File: src/rtl/cpu_pkg.sv
// cpu_pkg: shared encodings for the 5-stage pipeline control.
// Holds the sequencer state encoding, PC source select encoding,
// register-number width and the canned control-output bundles.
package cpu_pkg;

    localparam int REG_W = 6;

    typedef enum logic [1:0] {
        ST_FILL   = 2'd0,
        ST_RUN    = 2'd1,
        ST_LSTALL = 2'd2
    } pipe_state_e;

    typedef enum logic [1:0] {
        PCSEL_SEQ = 2'b00,
        PCSEL_EX  = 2'b01,
        PCSEL_MEM = 2'b10
    } pc_sel_e;

    // One cycle's worth of pipeline-register controls.
    typedef struct packed {
        logic    pc_wr;
        pc_sel_e pc_sel;
        logic    ifid_wr;
        logic    ifid_flush;
        logic    idex_flush;
        logic    exmem_flush;
    } pipe_ctrl_t;

    // During fill IF/ID is held and every downstream register is bubbled.
    localparam pipe_ctrl_t CTRL_FILL   = '{pc_wr: 1'b0, pc_sel: PCSEL_SEQ, ifid_wr: 1'b0,
                                           ifid_flush: 1'b1, idex_flush: 1'b1, exmem_flush: 1'b1};
    localparam pipe_ctrl_t CTRL_RUN    = '{pc_wr: 1'b1, pc_sel: PCSEL_SEQ, ifid_wr: 1'b1,
                                           ifid_flush: 1'b0, idex_flush: 1'b0, exmem_flush: 1'b0};
    // Load-use bubble: freeze PC and IF/ID, inject a bubble into ID/EX.
    localparam pipe_ctrl_t CTRL_STALL  = '{pc_wr: 1'b0, pc_sel: PCSEL_SEQ, ifid_wr: 1'b0,
                                           ifid_flush: 1'b0, idex_flush: 1'b1, exmem_flush: 1'b0};
    // EX redirect squashes the two younger instructions (IF/ID, ID/EX).
    localparam pipe_ctrl_t CTRL_EX_RED = '{pc_wr: 1'b1, pc_sel: PCSEL_EX, ifid_wr: 1'b1,
                                           ifid_flush: 1'b1, idex_flush: 1'b1, exmem_flush: 1'b0};
    // MEM redirect squashes the three younger instructions.
    localparam pipe_ctrl_t CTRL_MEM_RED = '{pc_wr: 1'b1, pc_sel: PCSEL_MEM, ifid_wr: 1'b1,
                                            ifid_flush: 1'b1, idex_flush: 1'b1, exmem_flush: 1'b1};

    // Saturating increment for the statistics counters.
    function automatic logic [15:0] sat_inc16(input logic [15:0] v);
        return (v == 16'hFFFF) ? v : v + 16'd1;
    endfunction

endpackage

File: src/rtl/pipe_hazard_ctrl_load_use_detect.sv
// load_use_detect: combinational load-use hazard compare between the
// instruction in ID and a load sitting in EX. r0 is deliberately not
// excluded, so a load to r0 still stalls a dependent reader.
module load_use_detect
    import cpu_pkg::*;
(
    input  logic [REG_W-1:0] id_rs,
    input  logic [REG_W-1:0] id_rt,
    input  logic             id_use_rs,
    input  logic             id_use_rt,
    input  logic [REG_W-1:0] ex_rd,
    input  logic             ex_memread,
    output logic             hazard
);

    assign hazard = ex_memread &&
                    ((id_use_rs && (id_rs == ex_rd)) ||
                     (id_use_rt && (id_rt == ex_rd)));

endmodule

File: src/rtl/pipe_hazard_ctrl.sv
// pipe_hazard_ctrl: pipeline sequencer for the 5-stage datapath.
// Drives PC/IF/ID write enables, register flushes and PC source select.
// Runs a post-reset fill, multi-cycle load-use stalls and redirect squashes.
// Optional build macro PIPE_STATS_EN adds stall_cnt / flush_cnt outputs.
module pipe_hazard_ctrl
    import cpu_pkg::*;
#(
    parameter int RST_CYCLES = 2,   // 1..15
    parameter int LOAD_LAT   = 1    // 1..3
) (
    input  logic             clk,
    input  logic             rst,
    input  logic [REG_W-1:0] id_rs,
    input  logic [REG_W-1:0] id_rt,
    input  logic             id_use_rs,
    input  logic             id_use_rt,
    input  logic [REG_W-1:0] ex_rd,
    input  logic             ex_memread,
    input  logic             ex_redirect,
    input  logic             mem_redirect,
    output logic             pc_wr,
    output logic [1:0]       pc_sel,
    output logic             ifid_wr,
    output logic             ifid_flush,
    output logic             idex_flush,
    output logic             exmem_flush,
    output logic [1:0]       state
`ifdef PIPE_STATS_EN
    ,
    output logic [15:0]      stall_cnt,
    output logic [15:0]      flush_cnt
`endif
);

    localparam logic [3:0] FILL_LAST  = 4'(RST_CYCLES - 1);
    localparam logic [1:0] STALL_INIT = 2'(LOAD_LAT - 1);

    pipe_state_e state_q, state_d;
    logic [3:0]  fill_q, fill_d;
    logic [1:0]  stall_q, stall_d;
    pipe_ctrl_t  ctrl;
    logic        hazard;
    logic        stall_cyc;
    logic        redirect_cyc;

    load_use_detect u_load_use_detect (
        .id_rs      (id_rs),
        .id_rt      (id_rt),
        .id_use_rs  (id_use_rs),
        .id_use_rt  (id_use_rt),
        .ex_rd      (ex_rd),
        .ex_memread (ex_memread),
        .hazard     (hazard)
    );

    // Next-state, counter updates and this cycle's control outputs.
    always_comb begin
        // NOTE: every signal gets a default first so no path leaves it unassigned (no latches).
        state_d      = state_q;
        fill_d       = fill_q;
        stall_d      = stall_q;
        ctrl         = CTRL_RUN;
        stall_cyc    = 1'b0;
        redirect_cyc = 1'b0;
        case (state_q)
            ST_FILL: begin
                // Redirects and hazards are ignored until the pipe is filled.
                ctrl = CTRL_FILL;
                if (fill_q == FILL_LAST) begin
                    state_d = ST_RUN;
                    fill_d  = 4'd0;
                end else begin
                    fill_d = fill_q + 4'd1;
                end
            end
            ST_RUN, ST_LSTALL: begin
                if (mem_redirect) begin
                    ctrl         = CTRL_MEM_RED;
                    redirect_cyc = 1'b1;
                    state_d      = ST_RUN;
                    stall_d      = 2'd0;
                end else if (ex_redirect) begin
                    ctrl         = CTRL_EX_RED;
                    redirect_cyc = 1'b1;
                    state_d      = ST_RUN;
                    stall_d      = 2'd0;
                end else if (state_q == ST_LSTALL) begin
                    // The load has left EX; keep bubbling without re-checking.
                    ctrl      = CTRL_STALL;
                    stall_cyc = 1'b1;
                    if (stall_q == 2'd1) begin
                        state_d = ST_RUN;
                        stall_d = 2'd0;
                    end else begin
                        stall_d = stall_q - 2'd1;
                    end
                end else if (hazard) begin
                    ctrl      = CTRL_STALL;
                    stall_cyc = 1'b1;
                    if (LOAD_LAT > 1) begin
                        state_d = ST_LSTALL;
                        stall_d = STALL_INIT;
                    end
                end
            end
            default: begin
                ctrl    = CTRL_FILL;
                state_d = ST_FILL;
                fill_d  = 4'd0;
                stall_d = 2'd0;
            end
        endcase
    end

    // State and counter registers with synchronous reset into FILL.
    always_ff @(posedge clk) begin
        // NOTE: sequential state uses non-blocking assignments so all registers update together.
        if (rst) begin
            state_q <= ST_FILL;
            fill_q  <= 4'd0;
            stall_q <= 2'd0;
        end else begin
            state_q <= state_d;
            fill_q  <= fill_d;
            stall_q <= stall_d;
        end
    end

    assign pc_wr       = ctrl.pc_wr;
    assign pc_sel      = ctrl.pc_sel;
    assign ifid_wr     = ctrl.ifid_wr;
    assign ifid_flush  = ctrl.ifid_flush;
    assign idex_flush  = ctrl.idex_flush;
    assign exmem_flush = ctrl.exmem_flush;
    assign state       = state_q;

`ifdef PIPE_STATS_EN
    logic [15:0] stall_cnt_q;
    logic [15:0] flush_cnt_q;

    // Saturating counts of load-use bubble cycles and redirect events.
    always_ff @(posedge clk) begin
        if (rst) begin
            stall_cnt_q <= 16'd0;
            flush_cnt_q <= 16'd0;
        end else begin
            if (stall_cyc)    stall_cnt_q <= sat_inc16(stall_cnt_q);
            if (redirect_cyc) flush_cnt_q <= sat_inc16(flush_cnt_q);
        end
    end

    assign stall_cnt = stall_cnt_q;
    assign flush_cnt = flush_cnt_q;
`else
    // Without statistics the event strobes have no consumer.
    logic unused_stats;
    assign unused_stats = stall_cyc ^ redirect_cyc;
`endif

endmodule

File: config.mk
export PLATFORM = sky130hd
export DESIGN_NAME = pipe_hazard_ctrl
export DESIGN_NICKNAME = d
export VERILOG_FILES = /design/src/rtl/cpu_pkg.sv /design/src/rtl/pipe_hazard_ctrl_load_use_detect.sv /design/src/rtl/pipe_hazard_ctrl.sv
export SDC_FILE = /design/constraint.sdc
export NUM_CORES = 1
export LEC_CHECK = 0
export ABC_AREA = 1
export CAP_MARGIN = 30
export CORE_AREA = 2 2 41 43
export CTS_BUF_LIST = sky130_fd_sc_hd__clkbuf_4 sky130_fd_sc_hd__clkbuf_8
export CTS_CLUSTER_DIAMETER = 80
export DETAILED_ROUTE_END_ITERATION = 8
export DIE_AREA = 0 0 43 45
export PLACE_DENSITY = 0.87
export SLEW_MARGIN = 5
export SYNTH_ARGS = -nofsm -noshare
export SYNTH_HDL_FRONTEND = slang
export SYNTH_HIERARCHICAL = 1
export SYNTH_SLANG_ARGS = --single-unit
export TNS_END_PERCENT = 5
File: constraint.sdc
create_clock -name clk -period 3.5 [get_ports clk]
set_clock_uncertainty 0.15 [all_clocks]
set_input_delay 0.7 -clock clk [delete_from_list [all_inputs] [get_ports clk]]
set_output_delay 0.7 -clock clk [all_outputs]
set_load 0.01 [all_outputs]
==> results.toml <==
[sta]
fin_crit_sh = 0.943
slew_viol_final = 0
tns_ns = 0
finalHoldViolCount = 0
worst_slack_ns = 0.201
setup_violations = 0
max_freq_mhz = 303
finalCriticalPeriod_ns = 3.30
rsz0062_at_grt = "false"

[setup_path]
rr_worst_depth = 4
cp_max_fo = 3
worstSetupEndpoint = "idex_flush"
cp-end-kind = "primary output"
arrival_ns = 2.45
r2r-start = "fill_q[1]"
worstReg2RegEnd = "fill_q[1]"
ff2ff_setup_slack_ns = 2.09
crit_type = "primary input to primary output"
crit_path_start_kind = "primary input"
startpoint = "ex_rd[0]"
required_ns = 2.65

[die]
design.core.area_um2 = 1470
start_util = 0.380
die_w_um = 43
dieArea_um2 = 1940
rows = 14
io-pin-count = 34
die_h_um = 45

[placement]
post-dp-hpwl_um = 1280
place_ws_ns = 0.208
portBuffers = 32
place_congestion = 0.863

[power]
p_leak_nw = 0.498
p_per_area_nw_per_um2 = 394
ir_worst_vdd_mv = 0.315

[route]
drc = 0
drt-initial-drc-count = 12
wl_um = 1500
vias = 710
drt-vias-per-instance = 4.44
wire_per_inst_um = 9.39
firstDrtPassIters = 4
ant_nets = 0

[grt]
first_global_vias = 696
grt_pass1_wl_um = 2550
grt_overflow = 0
grt.total_usage = 0.174
grt_max_degree = 9
antenna_found_initial = 0

[cells_and_area]
n_antenna_cell = 0
syn2layout_area_growth_pct = 63.5
fin_nets = 172
final_cell_mix = "nand2_1 (41), clkdlybuf4s50_1 (32), inv_1 (27)"
final_core_utilization = 0.622
multi_input_area_um2 = 335
final_common_cell = "nand2_1"
nFillCells = 141
layout-drive-gt1-share = 0.0625
seqCellArea_um2 = 100

[run]
cap_violations = 0

[clocking]
clock_path_buffers = 2
clkLatencyLatePin_ns = 0.25
ctsHoldBuffers = 0
cts_inserted_buffers = 3
h-tree-depth = 1
numClockSinks = 5
postCtsSetupBuffers = 0
cts_root_buf = "clkbuf_4"
clk_pin_slew_ns = 0.04
tritoncts = "built"
cts_resized = 0

[yosys]
synth_cell_type_count = 18
synth.top_cell.area_share = 0.275
yosysTopAreaCell = "nand2_1"
synthTopCellsByArea = "nand2_1 (28%), inv_1 (18%), dfxtp_1 (18%)"
synth-seq-area-share = 0.179
syn_inst = 110
ys_ff_latch = 5
synthesis.area_um2 = 559
synth_area_per_cell_um2 = 5.08
postSynthNetCount = 137
ys_warn_count = 6

[outcome]
status = "complete, no violations"

[hold_path]
hp-class = "flop to flop"
[how the worst min path moves through the flow]
| stage | from | end | depth (start not counted) |
|---|---|---|---|
| 4_1_cts | fill_q[2] | fill_q[2] | 2 |
| 3_5_place_dp | fill_q[2] | fill_q[2] | 2 |
| 2_1_floorplan | fill_q[2] | fill_q[2] | 2 |
| 6_report | fill_q[2] | fill_q[2] | 2 |
| 3_3_place_gp | fill_q[2] | fill_q[2] | 2 |
| 5_1_grt | fill_q[2] | fill_q[2] | 2 |
[power breakdown]
group          switching (mW)  internal (mW)  leakage (nW)  total (mW)
clock network          0.0257         0.0510        0.0184      0.0767
registers              0.0235         0.0750        0.0410      0.0985
logic                  0.0860         0.0990         0.439       0.185
total                   0.135          0.225         0.498       0.360
[critical path, cell delays in order]
cell             delay [ns]
clkdlybuf4s50_1        0.50
inv_1                  0.06
nand2_1                0.06
nand2_1                0.05
nor2_1                 0.10
nand2_1                0.06
nor2_1                 0.11
nor2_1                 0.05
nor2_1                 0.11
or2_1                  0.12
clkdlybuf4s50_1        0.52
[stage by stage]
step | std cells | hold slack (ns) | total power, mW | instance area, um2
finish | 160 | 0.345 | 0.360 | 915
global route | 160 | 0.372 | 0.396 | 915
CTS | 160 | 0.348 | 0.364 | 915
detailed placement | 156 | 0.342 | 0.284 | 885
global placement | 156 | 0.321 | 0.277 | 885
floorplan | 110 | 0.309 | 0.194 | 559
[synth_stat cells]
cell type,instances
conb_1,1
buf_4,2
xnor2_1,1
nor2_1,13
nand3_1,6
inv_1,27
o21ai_0,2
dfxtp_1,5
or2_1,1
or2_2,1
ha_1,2
nand2_1,41
inv_2,2
nand3_2,1
a31oi_1,1
a21oi_1,2
a21boi_1,1
a21oi_2,1
[sequential cells by signal (all words and copies together), names as in the netlist]
register,flops
fill_q,4
state,1
[final cells by class]
class / count / share of cell area
clock buffer: 4 / 0.0328
timing repair buffer: 32 / 0.350
tap: 16 / 0.0219
sequential: 5 / 0.109
inverter: 29 / 0.119
multi-input combinational: 74 / 0.367
[layer usage]
layer  GRT usage  up-vias  wire length, um
met3      0.0520        0              100
li1            -      382                -
met5           0        -                0
met2       0.330       22              790
met1       0.185      306              612
met4      0.0545        0                0
[cell families after synthesis]
group           count (synthesis)  synth area share
xor+xnor                        1            0.0157
simple gates                   63             0.456
flops                           5             0.179
compound gates                  7            0.0761
buf+inv                        31             0.221
other cells                     1           0.00670
fa+ha+maj                       2            0.0447
(Power assumes the default switching activity.)
